**config.mk**
```make
export PLATFORM = sky130hd
export DESIGN_NAME = bomb_controller
export DESIGN_NICKNAME = d
export VERILOG_FILES = /design/src/rtl/bomb_controller.sv
export SDC_FILE = /design/constraint.sdc
export NUM_CORES = 1
export LEC_CHECK = 0
export ABC_AREA = 1
export BUFFER_PORTS_ARGS = -buffer_cell sky130_fd_sc_hd__buf_2
export CORE_MARGIN = 2
export CORE_UTILIZATION = 50
export DETAILED_ROUTE_END_ITERATION = 10
export GPL_ROUTABILITY_DRIVEN = 0
export HOLD_SLACK_MARGIN = 0.1
export PLACE_DENSITY_LB_ADDON = 0.05
export SYNTH_ARGS = -nofsm -noshare
export SYNTH_HDL_FRONTEND = slang
export SYNTH_SLANG_ARGS = --single-unit
```
**constraint.sdc**
```tcl
create_clock -name clk -period 1.9 [get_ports clk]
set_input_delay 0.095 -clock clk [delete_from_list [all_inputs] [get_ports clk]]
set_output_delay 0.095 -clock clk [all_outputs]
set_load 0.02 [all_outputs]
```
**src/rtl/bomb_controller.sv**
```systemverilog
// rtl/bomb_controller.sv - four-wire defuse game FSM with countdown and cut detection
module bomb_controller #(
   parameter int unsigned START_COUNT = 30,
   parameter logic [7:0]  CODE        = 8'b11_00_10_01
) (
   input  logic       clk,
   input  logic       rst,
   input  logic       start,
   input  logic       tick,
   input  logic [3:0] wire_in,
   input  logic       repeat_rst,
   output logic       armed,
   output logic       success,
   output logic       fail,
   output logic [5:0] countdown,
   output logic [2:0] stage
);

   typedef enum logic [1:0] {
      S_IDLE,
      S_ARMED,
      S_DEFUSED,
      S_EXPLODED
   } state_t;

   state_t     state_q;
   logic [3:0] sync1_q, sync2_q, prev_q;
   logic       armed_q, success_q, fail_q;
   logic [5:0] countdown_q;
   logic [2:0] stage_q;

   logic [3:0] cut_mask;
   logic [2:0] cut_cnt;
   logic [1:0] cut_idx;
   logic [1:0] code_sel;

   // Wire synchronizer plus previous-value register; reset to "all intact"
   always_ff @(posedge clk) begin
      if (rst) begin
         sync1_q <= 4'b1111;
         sync2_q <= 4'b1111;
         prev_q  <= 4'b1111;
      end else begin
         sync1_q <= wire_in;
         sync2_q <= sync1_q;
         prev_q  <= sync2_q;
      end
   end

   // Cut events: synchronized 1->0 transitions; decode count, index and expected wire
   always_comb begin
      cut_mask = prev_q & ~sync2_q;
      cut_cnt  = 3'($countones(cut_mask));
      cut_idx  = 2'd0;
      case (cut_mask)
         4'b0010: cut_idx = 2'd1;
         4'b0100: cut_idx = 2'd2;
         4'b1000: cut_idx = 2'd3;
         default: cut_idx = 2'd0;
      endcase
      code_sel = CODE[1:0];
      case (stage_q[1:0])
         2'd1:    code_sel = CODE[3:2];
         2'd2:    code_sel = CODE[5:4];
         2'd3:    code_sel = CODE[7:6];
         default: code_sel = CODE[1:0];
      endcase
   end

   // Game FSM with registered status outputs, countdown and stage counters
   always_ff @(posedge clk) begin
      if (rst) begin
         state_q     <= S_IDLE;
         armed_q     <= 1'b0;
         success_q   <= 1'b0;
         fail_q      <= 1'b0;
         countdown_q <= 6'd0;
         stage_q     <= 3'd0;
      end else begin
         case (state_q)
            S_IDLE: begin
               if (start && (sync2_q == 4'b1111)) begin
                  state_q     <= S_ARMED;
                  armed_q     <= 1'b1;
                  countdown_q <= 6'(START_COUNT);
                  stage_q     <= 3'd0;
               end
            end
            S_ARMED: begin
               if ((cut_cnt >= 3'd2) || ((cut_cnt == 3'd1) && (cut_idx != code_sel))) begin
                  state_q <= S_EXPLODED;
                  armed_q <= 1'b0;
                  fail_q  <= 1'b1;
               end else if ((cut_cnt == 3'd1) && (stage_q == 3'd3)) begin
                  // Winning cut beats a coincident terminal tick; countdown freezes
                  state_q   <= S_DEFUSED;
                  armed_q   <= 1'b0;
                  success_q <= 1'b1;
                  stage_q   <= 3'd4;
               end else begin
                  if (cut_cnt == 3'd1) begin
                     stage_q <= stage_q + 3'd1;
                  end
                  if (tick) begin
                     if (countdown_q == 6'd1) begin
                        countdown_q <= 6'd0;
                        state_q     <= S_EXPLODED;
                        armed_q     <= 1'b0;
                        fail_q      <= 1'b1;
                     end else if (countdown_q != 6'd0) begin
                        countdown_q <= countdown_q - 6'd1;
                     end
                  end
               end
            end
            S_DEFUSED, S_EXPLODED: begin
               if (repeat_rst) begin
                  state_q     <= S_IDLE;
                  success_q   <= 1'b0;
                  fail_q      <= 1'b0;
                  countdown_q <= 6'd0;
                  stage_q     <= 3'd0;
               end
            end
            default: begin
               state_q <= S_IDLE;
               armed_q <= 1'b0;
            end
         endcase
      end
   end

   assign armed     = armed_q;
   assign success   = success_q;
   assign fail      = fail_q;
   assign countdown = countdown_q;
   assign stage     = stage_q;

endmodule
```
# Word level (Yosys, flattened, before mapping)
# Cells that the tools add are included.
[totals] word_cells=97 ff_bits=26 out_inout_bits=12 input_bits=9
[classes] n_addsub=5 n_bitwise=2 n_reduce_logical=15 mux=38 eq_ne=27 magnitude_cmp=1
[ops] cell="2-to-1 mux 6 bit" n=7
[ops] cell="one-hot mux 2 bit (3 select lines)" n=3
[ops] cell="one-hot mux 6 bit (3 select lines)" n=1
[ops] cell="AND reduction 4 bit" n=4
[ops] cell="2-to-1 mux 3 bit" n=5
[ops] cell="!= test 3 bit (second input constant)" n=5
[ops] cell="2-to-1 mux 1 bit" n=12
[ops] cell="2-to-1 mux 2 bit" n=6
[ops] cell="!= test 2 bit (second input constant)" n=6
[ops] cell="one-hot mux 3 bit (3 select lines)" n=1
[ops] cell="equality test 2 bit (second input constant)" n=4
[ops] cell="equality test 4 bit (second input constant)" n=2
[ops] cell="!= test 4 bit (second input constant)" n=2
[ops] cell="equality test 6 x 1 -> 1 bit (second input constant)" n=1
[ops] cell="one-hot mux 1 bit (2 select lines)" n=3
[ops] cell="AND reduction 6 bit" n=1
[ops] cell="nonzero test 6 bit" n=1
[ops] cell="subtractor 6 x 1 -> 6 bit (second input constant)" n=1
[ops] cell="AND reduction 5 bit" n=1
[ops] cell="adder 1 x 1 -> 2 bit" n=2
[ops] cell="AND 4 bit" n=1
[ops] cell="equality test 2 x 1 -> 1 bit (second input constant)" n=2
[ops] cell="equality test 4 x 2 -> 1 bit (second input constant)" n=1
[ops] cell="equality test 4 x 3 -> 1 bit (second input constant)" n=1
[ops] cell="12 further kinds" n=15

# Depth between registers and ports, before layout
# Gate-level depths: netlist (run 1).
[logic_depth] ltp_word=9 depth_mapped=18 ltp_nobuf=18

# Worst setup path before layout (run 1)
# Ideal clock, no wire load.
[synth_timing] path_type="reg2reg" from="register sync2_q[0]" to="register success_q (netlist: success)" synth_period_minus_slack_ns=2.013 slack_ns=-0.113 setup_ns=0.129 stages_incl_launch_ff=14 t_required_ns=1.771 t_arrival_ns=1.884 path_cell_list="dfxtp_1 inv_1 nand2_1 nand2_2 nand3_1 a21oi_1 inv_1 ha_1 nor2_1 nand3_2 o21ai_0 nand3_2 nand2_2 a21oi_2"
[synth_via] elab_chain_cells=9 word_cells_on_any_way=17 cone_classes="add/sub (2); order compare (1); eq/ne (7); mux (1); bitwise (2); reduce/logical (4)"
[synth_lines] element="from (decl)" line="27" rtl="logic [3:0] sync1_q, sync2_q, prev_q;"
[synth_lines] element="from (signal assigned)" line="45" rtl="sync2_q <= sync1_q;"
[synth_lines] element="NOT 4 bit (*)" line="52" rtl="cut_mask = prev_q & ~sync2_q;"
[synth_lines] element="AND 4 bit (*)" line="52"
[synth_lines] element="branches (longest 6 deep; another with adder 2 x 2 -> 3 bit)"
[synth_lines] element="AND reduction 4 bit (no source line) (*)"
[synth_lines] element="to (signal assigned)" line="75" rtl="success_q <= 1'b0;"
[synth_lines] element="to (signal assigned)" line="98" rtl="success_q <= 1'b1;"
[synth_lines] element="to (signal assigned)" line="119" rtl="success_q <= 1'b0;"
[synth_lines] element="to (decl)" line="28" rtl="logic armed_q, success_q, fail_q;"
# Every way passes the cells marked *.
# A chain may end at the register's enable or synchronous reset.

# Worst setup path in the final report (run 1)
[layout_timing] from="register prev_q[0]" to="register countdown_q[2] (netlist: countdown[2])"
[layout_via] elab_chain_cells=8 word_cells_on_any_way=16 cone_classes="add/sub (2); order compare (1); eq/ne (7); mux (1); bitwise (1); reduce/logical (4)"
[layout_lines] element="from (decl)" line="27"
[layout_lines] element="from (signal assigned)" line="46" rtl="prev_q <= sync2_q;"
[layout_lines] element="AND 4 bit (*)" line="52"
[layout_lines] element="branches (longest 6 deep; another with adder 2 x 2 -> 3 bit)"
[layout_lines] element="AND reduction 6 bit (no source line) (*)"
[layout_lines] element="to (signal assigned)" line="85" rtl="countdown_q <= 6'(START_COUNT);"
[layout_lines] element="to (signal assigned)" line="111" rtl="countdown_q <= countdown_q - 6'd1;"
[layout_lines] element="to (decl)" line="29" rtl="logic [5:0] countdown_q;"
# Marks and branches as above.

==> flow_metrics.tcl, run 1 <==
set metrics [dict create \
    pwr-share-seq_pct 27.6 \
    synth_cell_type_count 28 \
    switching_share_pct 46.4 \
    crit_fanout 6 \
    placed_cell_area_mm2 0.00181 \
    cp.required_ns 2.18 \
    grt_max_degree 16 \
    r2r_cells 16 \
    coreArea_mm2 0.00298 \
    grt_use_total_pct 22.8 \
    cts.clk_slew.worst_paths_ns 0.14 \
    worstSetupPathType "reg2reg" \
    startpoint_type "register" \
    violations "negative setup slack" \
    drt_iter0_markers 71 \
    fin_ws_ns -0.192 \
    dp_hpwl_um 2620 \
    final_nets 293 \
    h-tree-depth 1 \
    layout_commonest_cell "nand2_1" \
    ys_warn_count 0 \
    max-cap-violations 0 \
    cts_tree "built" \
    finalClockSkew_ns 0.00838 \
    status "finished with violations" \
    clk_path_buf_depth 2 \
    syn_area_mm2 0.00153 \
    power_leakage_nw 1.09 \
    drive_gt1_share_pct 38.9 \
    hold_viol_final 0 \
    grt_pass1_vias 1462 \
    initial_core_util_pct 51.3 \
    synth_seq_cells 26 \
    most-common-layout-cells "nand2_1, inv_1, buf_4, dfxtp_1, buf_2" \
    wl_met1_um 1760 \
    fmax_mhz 478 \
    die_area_mm2 0.00351 \
    power_mw 2.89 \
    drc 0 \
    n_antenna_cell 0 \
    wl_per_cell_um 12.5 \
    vias 1565 \
    synthCells 221 \
    fp.dieW_um 59.3 \
    setup_viol 14 \
    cts_buffers 3 \
    avgSynthCellArea_um2 6.91 \
    cp-end-kind "register" \
    cp-startpoint "prev_q[0]$_SDFF_PP1_" \
    r2r_start "prev_q[0]$_SDFF_PP1_" \
    numClockSinks 26 \
    vdd_drop_max_mv 0.997 \
    pin_count 21 \
    finalMaxSlewViolations 0 \
    routed_via_density 5.08 \
    post-route-period-util_pct 110 \
    crit_arrival_ns 2.37 \
    fin_hold_ws_ns 0.127 \
    relSlewSlack_pct 74.8 \
    dr_wl_met3_um 123 \
    rsz0062_at_grt "true" \
    antenna_left 0 \
    grt_overflow 0 \
    r2r-end "countdown[2]$_SDFFE_PP0P_" \
    grt_pass1_wl_um 6130 \
    p_int_mw 1.55 \
    tightestPinTransition_ns 0.377 \
    rows 20 \
    p_per_area_mw_per_mm2 1350 \
    yosysSeqAreaShare_pct 34.1 \
    clkLatencyLatePin_ns 0.33 \
    dr.pass1.iters 4 \
    p_switching_mw 1.34 \
    cts-root-buf "clkbuf_4" \
    dieHeight_um 59.3 \
    min_period_ns 2.09 \
    dr_wl_met2_um 1900 \
    io_buffers 20 \
    top_layer_used "met4" \
    synth_enable_flop_cells 0 \
    power_frac_clock_pct 13.1 \
    endpoint "countdown[2]$_SDFFE_PP0P_" \
    synth_nets 238 \
    min_path_type "in2reg" \
    async_flop_share_pct 0 \
    rrSetupSlack_ns -0.19 \
    wl_um 3840 \
    combPwrFrac_pct 59.3 \
    area_growth_syn_to_layout_pct 40.3 \
    synthFlopType "dfxtp_1" \
    fin_area_mm2 0.00214 \
    antenna_found_initial 0 \
]
## cells by family (layout without fill, tap and decap cells)
kind of cell,Yosys count,count (layout),share of synthesized area (%)
compound gates,17,17,6.31
xor+xnor,4,4,2.30
simple gates,126,127,40.0
flops,26,26,34.1
fa+ha+maj,8,8,6.56
buf+inv,40,93,10.7
## power by group through the flow
stage / Combinational (mW) / Clock (mW) / Sequential [mW]
finish: 1.71 / 0.380 / 0.797
global placement: 1.48 / 0 / 0.800
CTS: 1.64 / 0.389 / 0.794
detailed placement: 1.51 / 0 / 0.805
floorplan: 1.02 / 0 / 0.925
global route: 1.89 / 0.407 / 0.812
## metal layers
metal,global-route usage [%],up-vias
met5,0,-
met4,8.77,0
met3,2.84,4
met1,29.0,710
met2,38.9,36
li1,-,815
## worst min-delay path by stage
| stage | start | to | slack, ns | depth (start not counted) |
|---|---|---|---|---|
| floorplan | wire_in[0] | sync1_q[0]$_SDFF_PP1_ | 0.20 | 1 |
| global placement | wire_in[3] | sync1_q[3]$_SDFF_PP1_ | 0.28 | 2 |
| detailed placement | wire_in[0] | sync1_q[0]$_SDFF_PP1_ | 0.28 | 2 |
| CTS | rst | sync1_q[0]$_SDFF_PP1_ | 0.11 | 2 |
| global route | repeat_rst | state_q[1]$_SDFFE_PP0P_ | 0.14 | 4 |
| finish | rst | sync1_q[0]$_SDFF_PP1_ | 0.13 | 2 |
## synthesized netlist by cell type, drive strengths merged (3+ instances only)
cell | count | area share [%]
nor2 | 22 | 5.6
inv | 34 | 8.4
or2 | 8 | 3.3
o21ai | 3 | 0.98
buf | 4 | 1.9
xor2 | 3 | 1.7
nand2 | 61 | 16
nand3 | 20 | 8.5
a21oi | 12 | 4.4
ha | 8 | 6.6
dfxtp | 26 | 34
nand4 | 12 | 4.9
## final cells by class
type | count | area, µm²
inverter | 35 | 133
multi-input combinational | 156 | 1010
clock buffer | 3 | 22.5
fill | 245 | 836
sequential | 26 | 527
tap | 33 | 41.3
timing repair buffer | 54 | 378
clock inverter | 1 | 30.0
## critical path, cell delays in order, from the launching register on
cell	delay, ns
dfxtp_2	0.38
inv_1	0.05
nor2_2	0.20
nand2_4	0.09
nand3_2	0.10
buf_4	0.11
buf_4	0.09
buf_4	0.09
buf_4	0.09
nand3_2	0.08
nand2_2	0.11
nand3_1	0.13
nand2_4	0.14
nand2_8	0.09
nand3_4	0.10
nand2_1	0.07
a21oi_2	0.11
## registers in the layout, summed over array words and instances (netlist names)
register / count
success: 1
sync2_q: 4
prev_q: 4
stage: 3
fail: 1
countdown: 6
state_q: 2
sync1_q: 4
armed: 1
## timing repair
| action | 4_1_cts | 5_1_grt |
|---|---|---|
| gates resized for setup | 22 | 17 |
| buffers inserted | 4 | 2 |
| pin swaps | 7 | 16 |
| cloned | 1 | 0 |
| hold buffers | 9 | 0 |
| endpoints found under the setup margin | 14 | 14 |
| hold endpoints to repair | 7 | 0 |
## through the flow
| step | TNS, ns | instances | utilization (%) | worst slack, ns |
|---|---|---|---|---|
| after floorplan | -0.00380 | 221 | - | -0.00380 |
| after global placement | -1.57 | 288 | 60.9 | -0.169 |
| after detailed placement | -2.38 | 288 | 60.9 | -0.236 |
| after CTS | -1.28 | 306 | 69.3 | -0.116 |
| after global routing | -4.88 | 308 | 71.9 | -0.379 |
| final | -2.39 | 308 | 71.9 | -0.192 |
No activity file was read; power rests on OpenSTA's default activity.
==> run 2: changes to the inputs <==
Settings changed: ABC_AREA 1 to not set.
==> flow_metrics.tcl, run 2 <==
set metrics [dict create \
    status "finished with violations" \
    violations "negative setup slack" \
    cp.required_ns 2.14 \
    most-common-layout-cells "buf_4, nand2_1, dfxtp_1, buf_2, or2_2" \
    fin_area_mm2 0.00233 \
    worstSetupPathType "reg2reg" \
    synthCells 179 \
    synthTopCellsByArea "dfxtp_1, ha_1, nand2_1, or2_2, nor2_1" \
    synthFlopType "dfxtp_1" \
    finalMaxSlewViolations 0 \
    dieHeight_um 59.6 \
    pin_count 21 \
    n_antenna_cell 0 \
    antenna_found_initial 0 \
    crit_arrival_ns 2.68 \
    vias 1561 \
    antenna_left 0 \
    layout_commonest_cell "buf_4" \
    fin_util_pct 77.7 \
    synth_seq_cells 26 \
    grt_use_total_pct 23.0 \
    startpoint_type "register" \
    grt_pass1_wl_um 6290 \
    clk_path_buf_depth 2 \
    hold_viol_final 0 \
    r2r-end "countdown[2]$_SDFFE_PP0P_" \
    rrSetupSlack_ns -0.54 \
    routed_via_density 5.64 \
    crit_fanout 5 \
    clkLatencyLatePin_ns 0.33 \
    area_growth_syn_to_layout_pct 50.7 \
    drc 0 \
    r2r_start "stage[0]$_SDFFE_PP0P_" \
    syn_area_mm2 0.00155 \
    setup_viol 14 \
    rows 20 \
    min_from "repeat_rst" \
    fp.dieW_um 59.6 \
    max-cap-violations 0 \
    power_leakage_nw 1.08 \
    largest_reg_flops 6 \
    synth_most_common_cell "dfxtp_1" \
    grt_overflow 0 \
    coreArea_mm2 0.00300 \
    placed_cell_area_mm2 0.00203 \
    min_path_cells 3 \
    wl_per_cell_um 14.6 \
    ys_warn_count 0 \
    netlist.area_leader.share_pct 33.6 \
    cts.clk_slew.worst_paths_ns 0.16 \
    grt_pass1_vias 1497 \
    cts_buffers 3 \
    finalNonFillerCells 277 \
    synth_enable_flop_cells 0 \
    relSlewSlack_pct 47.2 \
    dr.pass1.iters 4 \
    finalClockSkew_ns 0.0139 \
    wl_um 4040 \
    fin_hold_ws_ns 0.120 \
    avgSynthCellArea_um2 8.65 \
    post-route-period-util_pct 128 \
    grt_max_degree 25 \
    synth_area_leader_cell "dfxtp_1" \
    cts_tree "built" \
    min_to "state_q[1]$_SDFFE_PP0P_" \
    power_mw 1.82 \
    place_inst 257 \
    synthTopCellsByCount "dfxtp_1, nand2_1, or2_2, nor2_1, inv_1" \
    dp_hpwl_um 2860 \
    final_nets 262 \
    p_per_area_mw_per_mm2 781 \
    io_buffers 20 \
    fmax_mhz 410 \
    cp-startpoint "stage[0]$_SDFFE_PP0P_" \
    numClockSinks 26 \
    yosysSeqAreaShare_pct 33.6 \
    synth_cell_type_count 52 \
    cts-root-buf "clkbuf_4" \
    rsz0062_at_grt "true" \
    min_path_type "in2reg" \
    drt_iter0_markers 44 \
    tns_ns -6.51 \
    tightestPinTransition_ns 0.785 \
    r2r_cells 10 \
    h-tree-depth 1 \
    synth_nets 196 \
    die_area_mm2 0.00356 \
    initial_core_util_pct 51.5 \
    async_flop_share_pct 0 \
    drive_gt1_share_pct 50.8 \
    min_period_ns 2.44 \
    vdd_drop_max_mv 0.669 \
    cp-end-kind "register" \
    fillCellCount 203 \
    fin_ws_ns -0.537 \
    post-place-ws_ns -0.572 \
]
run 2: cell count changes after synthesis, sizes merged, moves of 4 or more:
cell | before | now
nor2 | 22 | 11
a21oi | 12 | 8
nand2 | 61 | 24
nand3 | 20 | 8
inv | 34 | 10
or2 | 8 | 12
nor3 | 1 | 7
clkbuf | 1 | 5
buf | 4 | 0
nor2b | 0 | 4
nand4 | 12 | 3
nand2b | 0 | 6
run 2: timing repair:
item                                   CTS  global route
setup buffers                            8             4
pin swaps                                8             5
hold buffers                             4             0
setup endpoints to repair               14            14
gates resized for setup                  8            13
endpoints found under the hold margin    4             0
run 2: kinds of logic after synthesis:
kind of cell,Yosys count,synth area share [%]
adder cells (fa/ha/maj),8,6.47
XOR/XNOR,2,2.02
AND/OR/NAND/NOR,82,28.4
AO/OA/AOI/OAI,42,23.4
multiplexers,3,2.18
flip-flops,26,33.6
buffers and inverters,16,3.88
run 2: final cells by class:
cell class | count | area, µm² | share of cell area [%]
Multi-Input combinational cell | 137 | 1210 | 51.8
Sequential cell | 26 | 533 | 22.9
Timing Repair Buffer | 66 | 459 | 19.7
Inverter | 11 | 43.8 | 1.88
Tap cell | 33 | 41.3 | 1.77
Clock buffer | 4 | 47.5 | 2.04
run 2: report_power, final:
part	internal, mW	switching [mW]	leakage, nW	total (mW)
Combinational	0.378	0.438	0.843	0.816
Sequential	0.603	0.0640	0.214	0.667
Clock	0.161	0.176	0.0261	0.337
Total	1.14	0.678	1.08	1.82
run 2: per-layer routing:
metal	track usage, %	share of wire [%]	vias to the layer above
met3	1.97	4.0	8
li1	-	-	771
met1	29.5	44	734
met5	0	0	-
met4	6.67	1.5	0
met2	40.8	51	48
run 2: worst max-delay path by stage:
stage	cells after the start	slack, ns	endpoint
after CTS	10	-0.49	countdown[4]$_SDFFE_PP0P_
final	10	-0.54	countdown[2]$_SDFFE_PP0P_
after floorplan	9	-0.49	countdown[0]$_SDFFE_PP0P_
after global placement	9	-0.53	countdown[0]$_SDFFE_PP0P_
after detailed placement	9	-0.57	countdown[0]$_SDFFE_PP0P_
after global routing	10	-0.65	countdown[3]$_SDFFE_PP0P_
run 2: critical path, stage by stage, from the launching register on:
cell and delay [ns]:
dfxtp_4 0.41, inv_4 0.04, ha_4 0.14, o21bai_4 0.16, or3_4 0.34, a2111oi_4 0.38, o31ai_4 0.11, a211oi_4 0.35
buf_4 0.19, o211ai_1 0.08, o2bb2ai_1 0.13
==> run 3: changes to the inputs <==
Clock period 1.9 ns to 2.8 ns, I/O delays scaled along.
==> flow_metrics.tcl, run 3 (synthesized netlist as in run 2, its figures left out) <==
set metrics [dict create \
    crit_fanout 7 \
    fin_hold_ws_ns 0.156 \
    cts_buffers 3 \
    fin_area_mm2 0.00181 \
    cts.clk_slew.worst_paths_ns 0.14 \
    multiInputGateArea_um2 993 \
    dr.pass1.iters 5 \
    rsz0062_at_grt "true" \
    cp.required_ns 3.03 \
    final_nets 223 \
    cp-end-kind "register" \
    largest_reg_flops 6 \
    fin_util_pct 60.4 \
    fmax_mhz 375 \
    grt_pass1_wl_um 5330 \
    rrSetupSlack_ns 0.13 \
    dieHeight_um 59.6 \
    post-place-ws_ns 0.0793 \
    cts-root-buf "clkbuf_4" \
    antenna_left 0 \
    drive_gt1_share_pct 28.3 \
    dp_hpwl_um 2440 \
    wl_per_cell_um 13.3 \
    min_path_type "in2reg" \
    crit_arrival_ns 2.90 \
    tightestPinTransition_ns 0.661 \
    power_mw 1.10 \
    numClockSinks 26 \
    h-tree-depth 1 \
    relSlewSlack_pct 55.5 \
    drc 0 \
    clk_path_buf_depth 2 \
    io_buffers 20 \
    p_per_area_mw_per_mm2 606 \
    min_period_ns 2.67 \
    fin_ws_ns 0.131 \
    n_antenna_cell 0 \
    grt_overflow 0 \
    finalNonFillerCells 238 \
    pin_count 21 \
    most-common-layout-cells "nand2_1, dfxtp_1, buf_2, or2_2, nor2_1" \
    vdd_drop_max_mv 0.402 \
    max-cap-violations 0 \
    clkLatencyLatePin_ns 0.32 \
    antenna_found_initial 0 \
    status "finished clean" \
    tns_ns 0 \
    fp.dieW_um 59.6 \
    coreArea_mm2 0.00300 \
    place_inst 230 \
    finalMaxSlewViolations 0 \
    seqCellArea_um2 523 \
    startpoint_type "register" \
    initial_core_util_pct 51.5 \
    post-route-period-util_pct 95.3 \
    wl_um 3150 \
    power_leakage_nw 0.816 \
    routed_via_density 5.90 \
    drt_iter0_markers 75 \
    setup_viol 0 \
    grt_pass1_vias 1271 \
    grt_use_total_pct 19.4 \
    rows 20 \
    cts_tree "built" \
    placed_cell_area_mm2 0.00169 \
    fillCellCount 276 \
    area_growth_syn_to_layout_pct 17.2 \
    vias 1404 \
    worstSetupPathType "reg2reg" \
    die_area_mm2 0.00356 \
    hold_viol_final 0 \
    finalClockSkew_ns 0.00421 \
    grt_max_degree 26 \
]
run 3: layout make-up:
class / count / area share, %
Multi-Input combinational cell: 137 / 54.8
Clock inverter: 1 / 1.66
Sequential cell: 26 / 28.8
Clock buffer: 3 / 1.24
Timing Repair Buffer: 27 / 8.97
Inverter: 11 / 2.28
Tap cell: 33 / 2.28
run 3: critical path: stages (launching register included):
cell and delay (ns):
dfxtp_1 0.40, inv_1 0.08, ha_1 0.17, o21bai_2 0.23
or3_1 0.37, a2111oi_4 0.34, o31ai_2 0.16, a211oi_4 0.40
o21ai_2 0.16, a32o_1 0.28
run 3: worst paths after layout:
check             cells after the start                        end                   from
setup / recovery                      9  countdown[0]$_SDFFE_PP0P_  stage[1]$_SDFFE_PP0P_
hold reg to reg                       1      sync2_q[2]$_SDFF_PP1_  sync1_q[2]$_SDFF_PP1_
setup reg to reg                      9  countdown[0]$_SDFFE_PP0P_  stage[1]$_SDFFE_PP0P_
hold / removal                        3    state_q[1]$_SDFFE_PP0P_             repeat_rst
run 3: power breakdown:
part	internal (mW)	total, mW	switching (mW)
registers	0.410	0.456	0.0461
logic	0.154	0.388	0.233
clock network	0.145	0.255	0.111
run 3: timing repair:
action | CTS | global route
setup buffers | 0 | 0
resized for setup | 0 | 7
hold buffers | 4 | 0
endpoints found under the setup margin | 0 | 10
hold endpoints to repair | 4 | 0
run 3: routing by layer:
layer / global-route usage [%] / share of wire, %
met3: 2.18 / 6.0
met2: 30.3 / 45
met4: 8.57 / 1.5
met5: 0 / 0
met1: 26.8 / 48
